**src/rtl/mem_loader.sv**
```systemverilog
// mem_loader: streams a little-endian header (address lo/hi, length lo/hi)
// followed by `length` data bytes, and writes each data byte to memory at
// consecutive addresses, one cycle after the byte is accepted.
//
// Optional feature: define MEM_LOADER_CHECKSUM_EN to expect one trailing
// checksum byte (XOR of all data bytes); a mismatch sets the sticky error flag.
// With the macro undefined, no trailing byte is consumed and error is tied to 0.
//
// Ports:
//   clk            rising-edge clock
//   reset          synchronous active-high reset
//   start          one-cycle load request, honoured only while idle
//   in_valid       stream byte valid
//   in_data        stream byte
//   in_ready       stream byte accept (high in header/data/check states)
//   mem_wr_enable  memory write strobe
//   mem_addr       memory write address (holds when no write)
//   mem_wr_data    memory write data (holds when no write)
//   busy           high while a load is in progress
//   done           one-cycle pulse when a load completes
//   error          sticky checksum-failure flag, cleared by an accepted start
module mem_loader #(
   parameter int unsigned DATA_WIDTH = 8,
   parameter int unsigned ADDR_WIDTH = 16
) (
   input  logic                  clk,
   input  logic                  reset,
   input  logic                  start,
   input  logic                  in_valid,
   input  logic [DATA_WIDTH-1:0] in_data,
   output logic                  in_ready,
   output logic                  mem_wr_enable,
   output logic [ADDR_WIDTH-1:0] mem_addr,
   output logic [DATA_WIDTH-1:0] mem_wr_data,
   output logic                  busy,
   output logic                  done,
   output logic                  error
);

   // Header fields are two stream bytes wide.
   localparam int unsigned HdrWidth = 2 * DATA_WIDTH;

   localparam logic [2:0] StIdle   = 3'd0;
   localparam logic [2:0] StAddrLo = 3'd1;
   localparam logic [2:0] StAddrHi = 3'd2;
   localparam logic [2:0] StLenLo  = 3'd3;
   localparam logic [2:0] StLenHi  = 3'd4;
   localparam logic [2:0] StData   = 3'd5;
   localparam logic [2:0] StFinish = 3'd7;
`ifdef MEM_LOADER_CHECKSUM_EN
   localparam logic [2:0] StCheck  = 3'd6;
   // State entered once the data phase (or an empty load) is over.
   localparam logic [2:0] StEnd    = StCheck;
`else
   localparam logic [2:0] StEnd    = StFinish;
`endif

   logic [2:0]            state_q, state_d;
   logic [DATA_WIDTH-1:0] hdr_lo_q, hdr_lo_d;
   logic [ADDR_WIDTH-1:0] addr_q, addr_d;
   logic [HdrWidth-1:0]   cnt_q, cnt_d;
   logic                  wr_en_q, wr_en_d;
   logic [ADDR_WIDTH-1:0] wr_addr_q, wr_addr_d;
   logic [DATA_WIDTH-1:0] wr_data_q, wr_data_d;
`ifdef MEM_LOADER_CHECKSUM_EN
   logic [DATA_WIDTH-1:0] xor_q, xor_d;
   logic                  error_q, error_d;
`endif

   logic                  xfer;
   logic [HdrWidth-1:0]   hdr_word;
   logic [ADDR_WIDTH-1:0] hdr_addr;

   assign xfer     = in_valid & in_ready;
   // The current byte is the high half; the low half was captured last transfer.
   assign hdr_word = {in_data, hdr_lo_q};

   // Fit the two-byte header address to the configured address width.
   if (ADDR_WIDTH <= HdrWidth) begin : g_addr_trunc
      assign hdr_addr = hdr_word[ADDR_WIDTH-1:0];
   end else begin : g_addr_ext
      assign hdr_addr = {{(ADDR_WIDTH - HdrWidth){1'b0}}, hdr_word};
   end

   always_comb begin
      state_d   = state_q;
      hdr_lo_d  = hdr_lo_q;
      addr_d    = addr_q;
      cnt_d     = cnt_q;
      wr_en_d   = 1'b0;
      wr_addr_d = wr_addr_q;
      wr_data_d = wr_data_q;
`ifdef MEM_LOADER_CHECKSUM_EN
      xor_d     = xor_q;
      error_d   = error_q;
`endif
      case (state_q)
         StIdle: begin
            if (start) begin
               state_d = StAddrLo;
`ifdef MEM_LOADER_CHECKSUM_EN
               xor_d   = '0;
               error_d = 1'b0;
`endif
            end
         end
         StAddrLo: begin
            if (xfer) begin
               hdr_lo_d = in_data;
               state_d  = StAddrHi;
            end
         end
         StAddrHi: begin
            if (xfer) begin
               addr_d  = hdr_addr;
               state_d = StLenLo;
            end
         end
         StLenLo: begin
            if (xfer) begin
               hdr_lo_d = in_data;
               state_d  = StLenHi;
            end
         end
         StLenHi: begin
            if (xfer) begin
               cnt_d   = hdr_word;
               // An empty load skips the data phase entirely.
               state_d = (hdr_word == '0) ? StEnd : StData;
            end
         end
         StData: begin
            if (xfer) begin
               wr_en_d   = 1'b1;
               wr_addr_d = addr_q;
               wr_data_d = in_data;
               addr_d    = addr_q + ADDR_WIDTH'(1);
               cnt_d     = cnt_q - HdrWidth'(1);
`ifdef MEM_LOADER_CHECKSUM_EN
               xor_d     = xor_q ^ in_data;
`endif
               if (cnt_q == HdrWidth'(1)) begin
                  state_d = StEnd;
               end
            end
         end
`ifdef MEM_LOADER_CHECKSUM_EN
         StCheck: begin
            if (xfer) begin
               if (in_data != xor_q) begin
                  error_d = 1'b1;
               end
               state_d = StFinish;
            end
         end
`endif
         StFinish: begin
            state_d = StIdle;
         end
         default: begin
            state_d = StIdle;
         end
      endcase
   end

   always_ff @(posedge clk) begin
      if (reset) begin
         state_q   <= StIdle;
         hdr_lo_q  <= '0;
         addr_q    <= '0;
         cnt_q     <= '0;
         wr_en_q   <= 1'b0;
         wr_addr_q <= '0;
         wr_data_q <= '0;
`ifdef MEM_LOADER_CHECKSUM_EN
         xor_q     <= '0;
         error_q   <= 1'b0;
`endif
      end else begin
         state_q   <= state_d;
         hdr_lo_q  <= hdr_lo_d;
         addr_q    <= addr_d;
         cnt_q     <= cnt_d;
         wr_en_q   <= wr_en_d;
         wr_addr_q <= wr_addr_d;
         wr_data_q <= wr_data_d;
`ifdef MEM_LOADER_CHECKSUM_EN
         xor_q     <= xor_d;
         error_q   <= error_d;
`endif
      end
   end

   assign in_ready      = (state_q != StIdle) && (state_q != StFinish);
   assign busy          = (state_q != StIdle);
   assign done          = (state_q == StFinish);
   assign mem_wr_enable = wr_en_q;
   assign mem_addr      = wr_addr_q;
   assign mem_wr_data   = wr_data_q;
`ifdef MEM_LOADER_CHECKSUM_EN
   assign error         = error_q;
`else
   assign error         = 1'b0;
`endif

endmodule

```
**config.mk**
```make
export PLATFORM = sky130hd
export DESIGN_NAME = mem_loader
export DESIGN_NICKNAME = d
export VERILOG_FILES = /design/src/rtl/mem_loader.sv
export SDC_FILE = /design/constraint.sdc
export NUM_CORES = 1
export LEC_CHECK = 0
export ABC_AREA = 1
export CORE_MARGIN = 2
export CORE_UTILIZATION = 56
export DETAILED_ROUTE_END_ITERATION = 8
export PLACE_DENSITY = 0.86
export SLEW_MARGIN = 15
export SYNTH_ARGS = -nofsm -noshare
export SYNTH_HDL_FRONTEND = slang
export SYNTH_SLANG_ARGS = --single-unit
export TNS_END_PERCENT = 100
```
**constraint.sdc**
```tcl
create_clock -name clk -period 1.8 [get_ports clk]
set_input_delay 0.54 -clock clk [delete_from_list [all_inputs] [get_ports clk]]
set_output_delay 0.54 -clock clk [all_outputs]
set_load 0.02 [all_outputs]
```
==> metrics.txt <==
H-Tree Depth 3; Final ANT Viol Nets 0; Post-synth ARST share 0%; Synth area leader dfxtp_1; number of synthesized flops with an enable pin 0; Data required, critical path 1.26 ns; maxcap violations 0; Finished Layout Cells 689; vias in the first global route 3,564; achievable frequency 590 MHz; Inst Count DP 673; Final Critical Period 1.70 ns; Tcrit/Tclk final 94.2%; largest net degree at the start of global routing 35; first-pass GRT wire length 16,400 um; Worst Hold Class register to register; post-synthesis cell count 560; Yosys cell types 30; CTS sink count 68; setup slack, reg-to-reg 0.28 ns; die width 84.0 um; Initial Utilization 57.1%; crit-path max FO 3; syn nets 575; core area 6280 sq um; multi-input logic area 1920 sq um; Clock Path Buffers 2; Setup TNS Final 0 ns; Startpoint Class register; top cell type's share of synthesized area 38.0%; FF+latch area 1370 sq um; Seq cells post-synth 68; prevailing post-synth register cell dfxtp_1; Worst-Skew Late Latency 0.35 ns; Post-Syn Area 3580 sq um; Setup-failing EPs final 0; Synth Area per Inst 6.40 sq um; final hold vios 0; status finished clean; initial antenna violation count 0; final WL 9900 um; Routed WL per cell 14.4 um; Finished Core Util 69.0%; WP data arrival 1.16 ns; area added between synthesis and finish 20.8%; Placer Congestion 0.937; CTS Hold Buffers Added 0; top-count cell post-synth nand2_1; CTS Buf Count 9; Filler cells 545; layout cells sized above 1 10.1%; WS Path Type register to output pin; GR Util All Layers 28.5%; Leakage 1.88 nW; grt ovf 0; Nets 622; Die ar. 7060 sq um; YS warnings 0; Final Power 4.69 mW; total number of vias 3,853; Ports 41; PortBufs 39; P per Cell Area 1080 nW/um^2; Antenna Cells 0; Final Skew 0.0121 ns; sequential fraction of the synthesis area 38.0%; RSZ-0062 raised after global routing false; CTS root buffer clkbuf_8; DR pass1 iterations 5; CP endpoint kind output pin; First DRT Iteration DRCs 323; Clock transition at path regs 0.08 ns; peak supply drop 0.000599 V; Final HPWL DP 6960 um; Die H 84.0 um; Via density 5.59; largest cells by area after synthesis dfxtp_1 (38%), nand2_1 (15%), a21oi_1 (9.1%), nand3_1 (7.8%), nor2_1 (7.4%); fin. max-slew vios 0; CTS tree built; num rows 29; most common library cells after synthesis nand2_1 (146), nor2_1 (71), dfxtp_1 (68), a21oi_1 (65), nand3_1 (56); Post-CTS Setup Bufs 0; DRC viols 0
## stage by stage
step,cell area [sq um],hold WS (ns),setup WS [ns]
2_1_floorplan,3580,0.444,0.324
3_3_place_gp,4170,0.449,-0.0664
3_5_place_dp,4170,0.453,-0.0807
4_1_cts,4330,0.464,0.0321
5_1_grt,4330,0.476,0.0213
6_report,4330,0.462,0.104
## where the power goes
group | switching, mW | internal (mW)
registers | 0.284 | 1.71
logic | 0.872 | 0.545
clock network | 0.630 | 0.646
## registers in the layout, indices dropped and copies added, names as in the netlist
signal / flops
mem_wr_data: 8
hdr_lo_q: 8
state_q: 3
mem_addr: 16
cnt_q: 16
addr_q: 16
mem_wr_enable: 1
## layout make-up
cell class | count | area share (%)
tap | 77 | 2.23
inverter | 45 | 3.90
clock inverter | 7 | 1.71
timing repair buffer | 64 | 13.4
multi-input combinational | 419 | 44.3
sequential | 68 | 31.5
clock buffer | 9 | 2.86
## cells by family after synthesis
| logic type | Yosys count | share of synthesized area, % |
|---|---|---|
| buffers and inverters | 73 | 8.62 |
| adders and majority gates | 3 | 1.05 |
| AOI/OAI and AO/OA | 126 | 18.4 |
| and+or+nand+nor | 283 | 32.4 |
| DFF | 68 | 38.0 |
| other | 1 | 0.105 |
| xor gates and xnor gates | 6 | 1.47 |
## worst paths after layout
kind	start	to	cells past startpoint
worst max-delay path	state_q[1]	in_ready	5
worst min-delay path	mem_addr[14]	mem_addr[14]	2
worst max register to register	state_q[1]	mem_addr[13]	8
worst min register to register	mem_addr[14]	mem_addr[14]	2
## worst max-delay path, stage by stage (launching register included)
cell     delay (ns)
dfxtp_2        0.34
nor2_2         0.13
nand2_2        0.08
o21ai_2        0.06
inv_1          0.05
buf_2          0.15
## what timing repair did
action | in CTS | in global routing
setup endpoints to repair | 28 | 3
gates resized for setup | 35 | 6
endpoints found under the hold margin | 0 | 0
## cells in the final DEF (no fill, tap or decap), drive strengths merged
| cell type | instances |
|---|---|
| nand2 | 146 |
| nor2 | 73 |
| a21oi | 68 |
| dfxtp | 68 |
| nand3 | 57 |
| o21ai | 48 |
| inv | 46 |
| buf | 26 |
| dlygate4sd2 | 25 |
| clkdlybuf4s50 | 11 |
| clkbuf | 11 |
| a31oi | 5 |
| nand4 | 4 |
| clkinv | 4 |
| o21bai | 3 |
| xnor2 | 3 |
| xor2 | 3 |
| ha | 3 |
| nor3 | 2 |
| nand3b | 1 |
| o22ai | 1 |
| o211ai | 1 |
| conb | 1 |
| bufinv | 1 |
| clkinvlp | 1 |
## routing by layer
metal / global-route usage (%) / vias to the layer above / part of all wire, % / wire length (um)
met3: 6.53 / 13 / 7.7 / 762
li1: - / 1922 / - / -
met4: 9.09 / 0 / 1.3 / 129
met2: 43.9 / 168 / 46 / 4560
met1: 39.5 / 1750 / 45 / 4440
met5: 0 / - / 0 / 0
(Power assumes the default switching activity.)
